**src/rtl/prog_sequencer_pkg.sv**
```systemverilog
// Shared types, widths and the program address lookup for the run sequencer.
package seq_pkg;

  localparam int PC_W  = 8;
  localparam int CNT_W = 16;

  typedef enum logic [1:0] {
    IDLE,
    LAUNCH,
    RUN,
    DONE
  } state_t;

  typedef logic [3:0][PC_W-1:0] addr_tab_t;

  // Out-of-range selections fall back to program 0 rather than an unused slot.
  function automatic logic [PC_W-1:0] prog_addr(input logic [1:0] sel,
                                                input int         num_progs,
                                                input addr_tab_t  tab);
    if (int'(sel) >= num_progs) return tab[0];
    return tab[sel];
  endfunction

endpackage

```
**src/rtl/prog_sequencer_sat_counter.sv**
```systemverilog
// Clearable up-counter that sticks at all-ones, with a compare against LIMIT.
module sat_counter
  import seq_pkg::*;
#(
  parameter int             W     = CNT_W,
  parameter logic [W-1:0]   LIMIT = '1
) (
  input  logic         CLK,
  input  logic         Reset,
  input  logic         clr,
  input  logic         en,
  output logic [W-1:0] count,
  output logic         at_limit
);

  // NOTE: sequential state is written with <= so every flop samples the
  // pre-edge values; a blocking = here would race with readers of count.
  always_ff @(posedge CLK) begin
    if (Reset || clr) begin
      count <= '0;
    end else if (en && (count != '1)) begin
      count <= count + W'(1);
    end
  end

  assign at_limit = (count == LIMIT);

endmodule

```
**src/rtl/prog_sequencer.sv**
```systemverilog
// Run controller: launches a selected program on the fetch unit, watches for
// Halt or the cycle watchdog, and reports completion over a Req/Done handshake.
module prog_sequencer
  import seq_pkg::*;
#(
  parameter int              NUM_PROGS     = 4,
  parameter int              MAX_CYCLES    = 16'hFFFF,
  parameter int              LAUNCH_CYCLES = 1,
  parameter logic [PC_W-1:0] PROG_ADDR0    = 8'd0,
  parameter logic [PC_W-1:0] PROG_ADDR1    = 8'd64,
  parameter logic [PC_W-1:0] PROG_ADDR2    = 8'd128,
  parameter logic [PC_W-1:0] PROG_ADDR3    = 8'd192
) (
  input  logic              CLK,
  input  logic              Reset,
  input  logic              Req,
  input  logic [1:0]        Prog_Sel,
  input  logic              Halt,
  input  logic [PC_W-1:0]   PC,
  output logic              Start,
  output logic [PC_W-1:0]   Start_Addr,
  output logic              Busy,
  output logic              Done,
  output logic              Timeout,
  output logic [CNT_W-1:0]  Cycle_Count,
  output logic [PC_W-1:0]   Halt_PC
);

  localparam addr_tab_t ADDR_TAB = {PROG_ADDR3, PROG_ADDR2, PROG_ADDR1, PROG_ADDR0};

  state_t             state;
  logic               cyc_at_limit;
  logic               hold_done;
  logic [CNT_W-1:0]   hold_count;
  logic               unused_hold;

  // The terminating RUN cycle is not counted, so a watchdog run reports
  // MAX_CYCLES-1 and a halt reports the count visible on the halt cycle.
  sat_counter #(
    .W     (CNT_W),
    .LIMIT (CNT_W'(MAX_CYCLES - 1))
  ) u_cycle_cnt (
    .CLK      (CLK),
    .Reset    (Reset),
    .clr      ((state == IDLE) && Req),
    .en       ((state == RUN) && !Halt && !cyc_at_limit),
    .count    (Cycle_Count),
    .at_limit (cyc_at_limit)
  );

  sat_counter #(
    .W     (CNT_W),
    .LIMIT (CNT_W'(LAUNCH_CYCLES - 1))
  ) u_hold_cnt (
    .CLK      (CLK),
    .Reset    (Reset),
    .clr      (state != LAUNCH),
    .en       (state == LAUNCH),
    .count    (hold_count),
    .at_limit (hold_done)
  );

  assign unused_hold = ^hold_count;

  always_ff @(posedge CLK) begin
    if (Reset) begin
      state      <= IDLE;
      Start      <= 1'b1;
      Start_Addr <= PROG_ADDR0;
      Busy       <= 1'b0;
      Done       <= 1'b0;
      Timeout    <= 1'b0;
      Halt_PC    <= '0;
    end else begin
      unique case (state)
        IDLE: begin
          if (Req) begin
            state      <= LAUNCH;
            Start_Addr <= prog_addr(Prog_Sel, NUM_PROGS, ADDR_TAB);
            Busy       <= 1'b1;
            Timeout    <= 1'b0;
          end
        end
        // Halt is ignored here: decode still holds the previous program's state.
        LAUNCH: begin
          if (hold_done) begin
            state <= RUN;
            Start <= 1'b0;
          end
        end
        RUN: begin
          if (Halt) begin
            Halt_PC <= PC;
            state   <= DONE;
            Start   <= 1'b1;
            Busy    <= 1'b0;
            Done    <= 1'b1;
          end else if (cyc_at_limit) begin
            Timeout <= 1'b1;
            state   <= DONE;
            Start   <= 1'b1;
            Busy    <= 1'b0;
            Done    <= 1'b1;
          end
        end
        DONE: begin
          if (!Req) begin
            state <= IDLE;
            Done  <= 1'b0;
          end
        end
      endcase
    end
  end

endmodule

```
**config.mk**
```make
export PLATFORM = sky130hd
export DESIGN_NAME = prog_sequencer
export DESIGN_NICKNAME = d
export VERILOG_FILES = /design/src/rtl/prog_sequencer_pkg.sv /design/src/rtl/prog_sequencer_sat_counter.sv /design/src/rtl/prog_sequencer.sv
export SDC_FILE = /design/constraint.sdc
export NUM_CORES = 1
export LEC_CHECK = 0
export ABC_AREA = 1
export CORE_MARGIN = 5
export CORE_UTILIZATION = 57
export CTS_CLUSTER_DIAMETER = 80
export DETAILED_ROUTE_END_ITERATION = 6
export HOLD_SLACK_MARGIN = 0.05
export PLACE_DENSITY = 0.93
export SYNTH_ARGS = -nofsm -noshare
export SYNTH_HDL_FRONTEND = slang
export SYNTH_SLANG_ARGS = --single-unit
```
**constraint.sdc**
```tcl
create_clock -name CLK -period 4.3 [get_ports CLK]
set_clock_uncertainty 0.15 [all_clocks]
set_input_delay 0.43 -clock CLK [delete_from_list [all_inputs] [get_ports CLK]]
set_output_delay 0.43 -clock CLK [all_outputs]
set_load 0.005 [all_outputs]
```
**Word-level counts from Yosys, hierarchy flattened**

Cells that the tools add are included.

- Register bits after elaboration: 54
- Input port bits: 14
- Word-level logic and storage cells: 67

- $add $sub $neg: 2
- $lt $le $gt $ge: 1
- Eq/ne operators: 13
- Mux-type cells: 21
- Reduce and logical (&&, ||, !) cells: 21

Operator list:

| cell | count |
|---|---|
| 16-bit by 1-bit adder with 16-bit output (second input constant) | 2 |
| 16-bit != test (second input constant) | 2 |
| 8-bit binary-select mux with 2-bit select | 1 |
| 16-bit equality test (second input constant) | 1 |
| 16-bit logical NOT | 1 |
| 2-bit 2-to-1 mux | 5 |
| 2-bit != test (second input constant) | 5 |
| 1-bit 2-to-1 mux | 9 |
| 3-bit AND reduction | 3 |
| 8-bit 2-to-1 mux | 1 |
| 1-bit one-hot mux with 2 select lines | 4 |
| 2-bit one-hot mux with 4 select lines | 1 |
| 4-bit AND reduction | 2 |
| 2-bit nonzero test | 3 |
| 1-bit logical AND | 5 |
| 2-bit equality test (second input constant) | 2 |
| 2-bit AND reduction | 2 |
| 2-bit by 3-bit < comparator with 1-bit output (second input constant) | 1 |
| 3-bit != test (second input constant) | 1 |
| 2-bit by 1-bit equality test with 1-bit output (second input constant) | 1 |
| 1-bit logical NOT | 2 |
| 2-bit logical NOT | 1 |
| 1-bit logical OR | 2 |
| 2-bit by 1-bit != test with 1-bit output (second input constant) | 1 |

**Longest topological paths before layout**

Gate-level depths: netlist (run 1).

- Depth after elaboration: 4
- Mapped depth: 11
- Mapped depth without buffers: 10

**Modules after synthesis**

Synthesis (run 1) repeated with hierarchy kept, for this count alone.

- Cell total of the unflattened synthesis: 420
- Area, all modules: 2837.7 um^2

Modules (own cells, without submodules):

| module | instances | cells each | area an instance (um^2) |
|---|---|---|---|
| sat_counter (u_hold_cnt) | 1 | 153 | 1006.0 |
| sat_counter (u_cycle_cnt) | 1 | 152 | 998.5 |
| prog_sequencer | 1 | 115 | 833.3 |

**Least setup slack after synthesis (run 1)**

Ideal clock, no wire load.

- Path kind: reg-to-reg
- Start point: register state[0]
- End point: register u_cycle_cnt.count[15]
- Library setup time: 132 ps
- Data arrival time: 1405 ps
- Data required time: 4018 ps
- Setup slack: 2613 ps
- Stages on the path, launching flop included: 11
- Buffers on the path: 1
- Path through: dfxtp_1 inv_1 ha_1 inv_1 nor2_2 inv_1 nor2_4 nand2_4 buf_6 nand2_1 a21oi_1

- Word-level cells in the longest chain between the ends: 4

Ends and longest elaborated chain:

| what | line | text |
|---|---|---|
| start, declared | prog_sequencer.sv:31 | `state_t state;` |
| start signal, assigned | prog_sequencer.sv:67 | `state <= IDLE;` |
| start signal, assigned | prog_sequencer.sv:78 | `state <= LAUNCH;` |
| start signal, assigned | prog_sequencer.sv:87 | `state <= RUN;` |
| 2-bit equality test | prog_sequencer.sv:46 | `.en ((state == RUN) && !Halt && !cyc_at_limit),` |
| 1-bit logical AND (2 in a row) | prog_sequencer.sv:46 |  |
| 1-bit logical AND | prog_sequencer_sat_counter.sv:21 | `end else if (en && (count != '1)) begin` |
| end signal, assigned | prog_sequencer_sat_counter.sv:22 | `count <= count + W'(1);` |
| end, declared | prog_sequencer_sat_counter.sv:12 | `output logic [W-1:0] count,` |

Parallel ways exist; a longest one is shown, timed or not.
A chain may end at the register's enable or synchronous reset.

**Worst setup path in the final report (run 1)**

- Start point: register state[0]
- End point: register u_cycle_cnt.count[11]

The elaborated chain is that of the path after synthesis.

==> results of run 1 <==
-- cell usage after synthesis --
master    count
nand2_1     122
nor2_1       70
dfxtp_1      48
a21oi_1      33
inv_1        33
nand3_1      29
o21ai_0      19
xnor2_1      11
ha_1          8
buf_4         7
nand4_1       6
nand2_2       5
nor2_2        5
inv_2         4
nand3b_1      4
nor2_4        4
xor2_1        3
buf_2         2
buf_6         2
clkbuf_1      2
nand2_4       2
clkinv_1      1
conb_1        1
nor3_2        1
o21ai_4       1
o21bai_1      1
-- area by class of cell --
cell class	instances	area (µm²)	area share (%)
clock buffer	8	90.1	2.72
inverter	38	143	4.31
multi-input combinational	330	1600	48.4
sequential	48	961	29.0
tap	67	83.8	2.53
timing repair buffer	43	430	13.0
-- state kept, by name (all words and copies together) (netlist names) --
signal and count:
Halt_PC 8, Start 1, u_hold_cnt.count 16, u_cycle_cnt.count 16, Timeout 1, Busy 1
Done 1, state 2, Start_Addr 2
-- critical path: stages (launching register included) --
cell and delay [ns]:
dfxtp_1 0.33, inv_1 0.11, ha_1 0.31, inv_1 0.14, nor2_2 0.17, inv_1 0.10, nor2_4 0.30, nand2_4 0.20
nand2_1 0.10, a21oi_1 0.07
-- cells by family (layout without fill, tap and decap cells) --
family	after synthesis	in the layout
AO/OA/AOI/OAI	54	54
XOR/XNOR	14	14
adder cells (fa/ha/maj)	8	8
buffers and inverters	51	89
flip-flops	48	48
other	1	6
AND/OR/NAND/NOR	248	248
-- worst paths after layout --
path / startpoint / endpoint / cells past startpoint
setup / recovery: state[0] / u_cycle_cnt.count[11] / 9
hold / removal: Timeout / Timeout / 2
setup reg to reg: state[0] / u_cycle_cnt.count[11] / 9
hold reg to reg: Timeout / Timeout / 2
-- routing by layer --
layer  vias to the layer above  global-route usage [%]
met4                         0                    6.42
met3                         8                    6.77
li1                       1422                       -
met2                       102                    36.6
met5                         -                       0
met1                      1231                    22.7
-- stage by stage --
step           area (µm²)  instances
5_1_grt              3310        534
6_report             3310        534
2_1_floorplan        2800        429
3_5_place_dp         3220        526
3_3_place_gp         3220        526
4_1_cts              3310        534
-- report_power, final --
group | switching [mW] | internal [mW] | total, mW
Sequential | 0.0283 | 0.490 | 0.518
Clock | 0.144 | 0.131 | 0.275
Combinational | 0.251 | 0.162 | 0.413
==> results.toml, run 1 <==
[grt]
gr-usage-all-layers_pct = 20.4
grt-ovfl-total = 0
first_global_vias = 2548
antenna_found_initial = 0
grt_max_degree = 16
grt_first_pass_wirelength_um = 10600

[route]
vias = 2763
route.top_layer_used = "met4"
drt-met1-wl_um = 2630
drt-initial-drc-count = 176
via_per_inst = 5.17
wl_um = 6250
ant_nets = 0
drc = 0
wl_met2_um = 2960
wl_met3_um = 593
dr.pass1.iters = 7
wl_per_cell_um = 11.7

[clocking]
ctsResizeCount = 0
clock_sinks = 48
clock-root-buffer = "clkbuf_8"
hold_buffers = 0
clockBufferDepth = 2
cts_made_buffers = 5
clock_latency_ns = 0.30
cts_tree = "yes"
postCtsSetupBuffers = 0
htree_levels = 2
clkTransAtPathRegs_ns = 0.08

[sta]
max_freq_mhz = 477
hold_viol = 0
setup-violations-final = 0
fin_crit_ns = 2.10
finalCritPeriodShare_pct = 48.8
hold_slack_ns = 0.305
rsz0062_at_grt = "false"
finalWorstSetupSlack_ns = 2.20
slew_viol_final = 0
finalSetupTns_ns = 0

[synth]
ys_types = 26
ys_top_cells_by_area = "dfxtp_1, nand2_1, nor2_1"
synthAdderAreaFrac_pct = 3.60
muxShareOfSynthArea_pct = 0
synth_top_area_cell = "dfxtp_1"
syn_area_per_cell_um2 = 6.56
synth_top_family_by_area = "simple AND/OR/NAND/NOR gates"
yosys_warnings = 0
syn_inst = 424
ys_ff_latch = 48
syn_area_um2 = 2780
ys_seq_area_share_pct = 34.6
synth_xor_area_share_pct = 4.41
synth_top_cell_area_share_pct = 34.6
synth_compound_area_share_pct = 10.2
synthSimpleGateAreaFrac_pct = 38.6

[finish]
final_nets = 488
fillers = 381
syn_to_final_growth_pct = 19.1
layout-drive-gt1-share_pct = 6.00
n_antenna_cell = 0
mostFrequentLayoutCell = "nand2_1"
layout_common_cells = "nand2_1, nor2_1, dfxtp_1"
fin_util_pct = 70.1

[power_and_ir_drop]
max-vdd-ir-drop_v = 0.000341
power_mw = 1.21
p_leak_nw = 1.19
powerDensity_nw_per_um2 = 365

[floorplanning]
num_rows = 25
fp.coreArea_um2 = 4720
die_h_um = 79.8
pin_count = 50
die_x_um = 79.8
fp.dieArea_um2 = 6370
start_util_pct = 58.9

[worst_setup_path]
crit_fanout = 15
cp.required_ns = 4.31
reg2reg_slack_ns = 2.20
crit_type = "flip-flop to flip-flop"
endpoint_kind = "flip-flop"
cp.arrival_ns = 2.11
start_kind = "flip-flop"

[placement]
io_buffers = 43
place_congestion = 0.855
hpwl_um = 4810
preCtsSetupSlack_ns = 2.15

[run]
cap_violations = 0

[hold_path]
hp-class = "flip-flop to flip-flop"

[outcome]
status = "completed"
(Power assumes the default switching activity.)
==> inputs of run 2 (changes only) <==
CORE_UTILIZATION = 48   (was 57)
PLACE_DENSITY = 0.84   (was 0.93)
clock period = 1.82 ns   (was 4.3 ns; I/O delays follow)
==> run 2 against run 1 <==
  * Sequential power is 140% higher
  * Cell count is 5.2% higher
  * Clock power grew to 2.8 times the previous value
  * Largest cell class unchanged
  * Largest power group unchanged
==> results.toml, run 2 (same netlist as run 1, synthesis figures left out) <==
[finish]
mostFrequentLayoutCell = "nand2_1"
final_nets = 511
fin_area_um2 = 3600
fillers = 484
layout_common_cells = "nand2_1, nor2_1, dfxtp_1, clkdlybuf4s50_1"
n_antenna_cell = 0
syn_to_final_growth_pct = 29.3
fin_util_pct = 64.5
layout-drive-gt1-share_pct = 13.5
multi_input_area_um2 = 1650
largestRegisters = "u_cycle_cnt.count: 16 flops, u_hold_cnt.count: 16 flops, Halt_PC: 8 flops"
ff_latch_area_um2 = 970

[grt]
first_global_vias = 2572
antenna_found_initial = 0
grt_util_met2_pct = 31.0
grt-busiest-layer = "met2"
grt_max_degree = 16
grt_first_pass_wirelength_um = 11100
grt-ovfl-total = 0
met3_usage_pct = 2.88
grt_util_met1_pct = 23.1
gr-usage-all-layers_pct = 18.0

[worst_setup_path]
timing.rr.start = "state[0]"
crit_slowest_cell = "dfxtp_1"
start_kind = "flip-flop"
endpoint_kind = "flip-flop"
cp.arrival_ns = 1.82
crit_fanout = 8
crit_type = "flip-flop to flip-flop"
crit_buf_inv = 4
reg2reg_to = "u_cycle_cnt.count[8]"
reg2reg_slack_ns = 0.05
cp.required_ns = 1.87
cp_top_family = "simple AND/OR/NAND/NOR gates"
worst_path_largest_cell_delay_ns = 0.35
crit_path_frequent_cell = "inv_2"
crit_chain = "inv_2, ha_1, inv_2, nor2_2, inv_1, nor2_4, buf_12, nand2_8, nand2_1, a21oi_2"
r2r_cells = 10

[route]
wl_per_cell_um = 12.3
drt-initial-drc-count = 233
dr.pass1.iters = 4
via_per_inst = 5.07
vias = 2850
wl_um = 6930
ant_nets = 0
drc = 0

[power_and_ir_drop]
max-vdd-ir-drop_v = 0.000662
powerDensity_nw_per_um2 = 898
power_mw = 3.23
p_leak_nw = 1.33

[clocking]
clockBufferDepth = 2
clock-root-buffer = "clkbuf_8"
cts_tree = "yes"
clock_latency_ns = 0.30
cts_made_buffers = 5
hold_buffers = 0
htree_levels = 2
clock_sinks = 48
clkTransAtPathRegs_ns = 0.09

[floorplanning]
fp.dieArea_um2 = 7410
start_util_pct = 49.9
die_h_um = 86.1
die_x_um = 86.1
num_rows = 27
fp.coreArea_um2 = 5570
pin_count = 50

[placement]
io_buffers = 43
place_congestion = 0.885
placed_area_um2 = 3380
hpwl_um = 4990

[sta]
finalCritPeriodShare_pct = 97.1
fin_crit_ns = 1.77
hold_viol = 0
max_freq_mhz = 566
slew_viol_final = 0
setup-violations-final = 0
rsz0062_at_grt = "true"

[hold_path]
hp-class = "flip-flop to flip-flop"
min-delay-start = "Timeout"
min_to = "Timeout"
hold_depth = 2

[outcome]
status = "completed"

[run]
cap_violations = 0
-- run 2: cell count changes in the layout (fill, tap and decap cells not counted), moves of 2 or more --
cell,previous run,this run
buf_12,0,3
buf_4,0,18
dfxtp_1,48,43
a21oi_2,0,2
inv_2,4,6
clkbuf_1,2,0
inv_1,33,31
nand3_1,29,27
dfxtp_2,0,4
a21oi_1,33,31
nand3_2,0,2
-- run 2: worst max path at each step --
stage | startpoint | end | slack, ns | cells after the start
final | state[0] | u_cycle_cnt.count[8] | 0.05 | 10
after global routing | u_cycle_cnt.count[1] | u_cycle_cnt.count[14] | -0.06 | 9
after CTS | state[0] | u_cycle_cnt.count[3] | 0.009 | 9
after detailed placement | u_cycle_cnt.count[0] | u_cycle_cnt.count[8] | -0.003 | 9
after global placement | u_cycle_cnt.count[0] | u_cycle_cnt.count[10] | 0.13 | 9
after floorplan | state[0] | u_cycle_cnt.count[15] | 0.13 | 10
-- run 2: what timing repair did --
action                                  CTS  global route
setup buffers                             0             5
endpoints found under the setup margin    3            18
endpoints found under the hold margin     0             0
cloned                                    0             1
pin swaps                                 1             4
resized for setup                         3            13
-- run 2: worst reg2reg max path, stage by stage, from the launching register on --
cell and delay [ns]:
dfxtp_1 0.35, inv_2 0.09, ha_1 0.20, inv_2 0.07, nor2_2 0.10, inv_1 0.08, nor2_4 0.24, buf_12 0.16
nand2_8 0.07, nand2_1 0.10, a21oi_2 0.06
-- run 2: through the flow --
stage / instances / hold WS [ns] / setup WS [ns] / setup TNS [ns]
after CTS: 556 / 0.314 / 0.00947 / 0
final: 562 / 0.309 / 0.0525 / 0
after global placement: 548 / 0.295 / 0.127 / 0
after floorplan: 429 / 0.101 / 0.133 / 0
after detailed placement: 548 / 0.293 / -0.00292 / -0.00292
after global routing: 562 / 0.351 / -0.0587 / -0.374
-- run 2: cell type report --
class | instances | area share [%]
Clock buffer | 5 | 1.91
Timing Repair Buffer | 65 | 17.7
Tap cell | 72 | 2.51
Clock inverter | 3 | 1.18
Multi-Input combinational cell | 331 | 45.8
Inverter | 38 | 3.97
Sequential cell | 48 | 27.0
-- run 2: power breakdown --
group	internal (mW)	switching (mW)	total (mW)
registers	1.16	0.0741	1.23
logic	0.546	0.669	1.21
clock network	0.407	0.373	0.780
-- run 2: layer usage --
layer,wire (µm),vias up,share of wire [%]
li1,-,1459,-
met2,3390,97,49
met3,404,10,5.8
met4,88,0,1.3
met1,3050,1284,44
met5,0,-,0
==> inputs of run 3 (changes only) <==
CORE_UTILIZATION = 27   (was 48)
PLACE_DENSITY = 0.56   (was 0.84)
==> run 3 against run 2 <==
  * Clock power fell by 20%
  * Clock-buffer cell count unchanged
  * First-iteration DRC count decreased by 44%
  * Global-route usage shrank 6.6 points
  * Flip-flop and latch count stayed put
  * Combinational power about the same
  * Critical path depth decreased by 1
  * Utilization is 29 points lower
  * Critical path type unchanged
  * Largest cell class unchanged
==> results.toml, run 3 (same netlist as run 1, synthesis figures left out) <==
[sta]
hold_slack_ns = 0.316
finalWorstSetupSlack_ns = 0.110
max_freq_mhz = 585
setup-violations-final = 0
slew_viol_final = 0
fin_crit_ns = 1.71
hold_viol = 0
finalCritPeriodShare_pct = 94.0
rsz0062_at_grt = "true"

[route]
wl_per_cell_um = 11.2
ant_nets = 0
vias = 2785
dr.pass1.iters = 4
via_per_inst = 4.46
drt-initial-drc-count = 131
wl_um = 7020
drc = 0

[worst_setup_path]
endpoint_kind = "flip-flop"
crit_type = "flip-flop to flip-flop"
reg2reg_slack_ns = 0.11
r2r_cells = 9
cp.required_ns = 1.90
start_kind = "flip-flop"
timing.rr.start = "u_cycle_cnt.count[1]"
reg2reg_to = "u_cycle_cnt.count[11]"
cp.arrival_ns = 1.79
crit_fanout = 12

[finish]
final_cell_count_no_fill = 625
largestRegisters = "u_cycle_cnt.count: 16 flops, u_hold_cnt.count: 16 flops, Halt_PC: 8 flops"
syn_to_final_growth_pct = 30.9
mostFrequentLayoutCell = "nand2_1"
layout-drive-gt1-share_pct = 13.5
final_nets = 511
layout_common_cells = "nand2_1, nor2_1, clkdlybuf4s50_1"
n_antenna_cell = 0

[power_and_ir_drop]
power_mw = 3.03
max-vdd-ir-drop_v = 0.000368
p_leak_nw = 1.31
powerDensity_nw_per_um2 = 833

[floorplanning]
fp.dieArea_um2 = 12400
die_h_um = 111
fp.coreArea_um2 = 10200
start_util_pct = 27.3
num_rows = 37
die_x_um = 111
pin_count = 50

[hold_path]
hp-class = "flip-flop to flip-flop"
min-delay-start = "Timeout"
hold_depth = 2
min_to = "Timeout"

[clocking]
clockBufferDepth = 2
clkTransAtPathRegs_ns = 0.09
cts_tree = "yes"
cts_made_buffers = 5
clock-root-buffer = "clkbuf_8"
htree_levels = 2
clock_sinks = 48
clock_latency_ns = 0.30

[placement]
preCtsSetupSlack_ns = -0.0893
io_buffers = 43
place_congestion = 0.840
place_inst = 616
hpwl_um = 5350

[grt]
gr-usage-all-layers_pct = 11.4
antenna_found_initial = 0
grt-ovfl-total = 0
grt_max_degree = 16
grt_first_pass_wirelength_um = 12100
first_global_vias = 2650

[run]
cap_violations = 0

[outcome]
status = "completed"
run 3: changes by cell type in the layout (fill, tap and decap cells not counted), sizes merged:
cell / before / now
bufinv: 1 / 0
run 3: what timing repair did:
action / in CTS / in global routing
setup buffers: 0 / 1
gates cloned: 0 / 1
gates resized for setup: 3 / 16
pin swaps: 0 / 4
endpoints found under the setup margin: 15 / 25
hold buffers: 0 / 0
run 3: layer usage:
layer  GRT usage (%)  vias up  wire (µm)
met5               0        -          0
met4            2.76        0         63
met3            2.55        5        229
met2            20.1       43       3330
met1            14.2     1276       3400
li1                -     1461          -
run 3: per-stage QoR:
stage	TNS, ns	util [%]	instance area, µm²
after floorplan	0	-	2800
after detailed placement	-0.950	34.1	3480
after global routing	-0.0136	35.7	3640
after global placement	-0.538	34.1	3480
final	0	35.7	3640
after CTS	0	35.0	3570
run 3: worst max-delay path, stage by stage, from the launching register on:
cell	delay, ns
dfxtp_4	0.39
ha_1	0.20
nand3_2	0.14
inv_2	0.09
nand2_2	0.07
nor2_4	0.13
inv_2	0.14
nand2_4	0.14
nand2_1	0.06
a21oi_1	0.13
run 3: how the worst max path moves through the flow:
| stage | from | endpoint | depth (start not counted) |
|---|---|---|---|
| after global routing | u_cycle_cnt.count[1] | u_cycle_cnt.count[14] | 7 |
| after detailed placement | u_cycle_cnt.count[1] | u_cycle_cnt.count[6] | 9 |
| after CTS | state[0] | u_cycle_cnt.count[6] | 9 |
| after global placement | u_cycle_cnt.count[1] | u_cycle_cnt.count[13] | 9 |
| after floorplan | state[0] | u_cycle_cnt.count[15] | 10 |
| final | u_cycle_cnt.count[1] | u_cycle_cnt.count[11] | 9 |
run 3: final cells by class:
type                       instances  area (µm²)
clock buffer                       5        68.8
clock inverter                     2        12.5
fill                            1163        6550
inverter                          38         143
multi-input combinational        331        1650
sequential                        48         976
tap                              136         170
timing repair buffer              65         624
run 3: power breakdown:
group	internal [mW]	switching, mW	total (mW)
clock network	0.261	0.365	0.626
registers	1.16	0.0673	1.23
logic	0.525	0.654	1.18
total	1.95	1.09	3.03
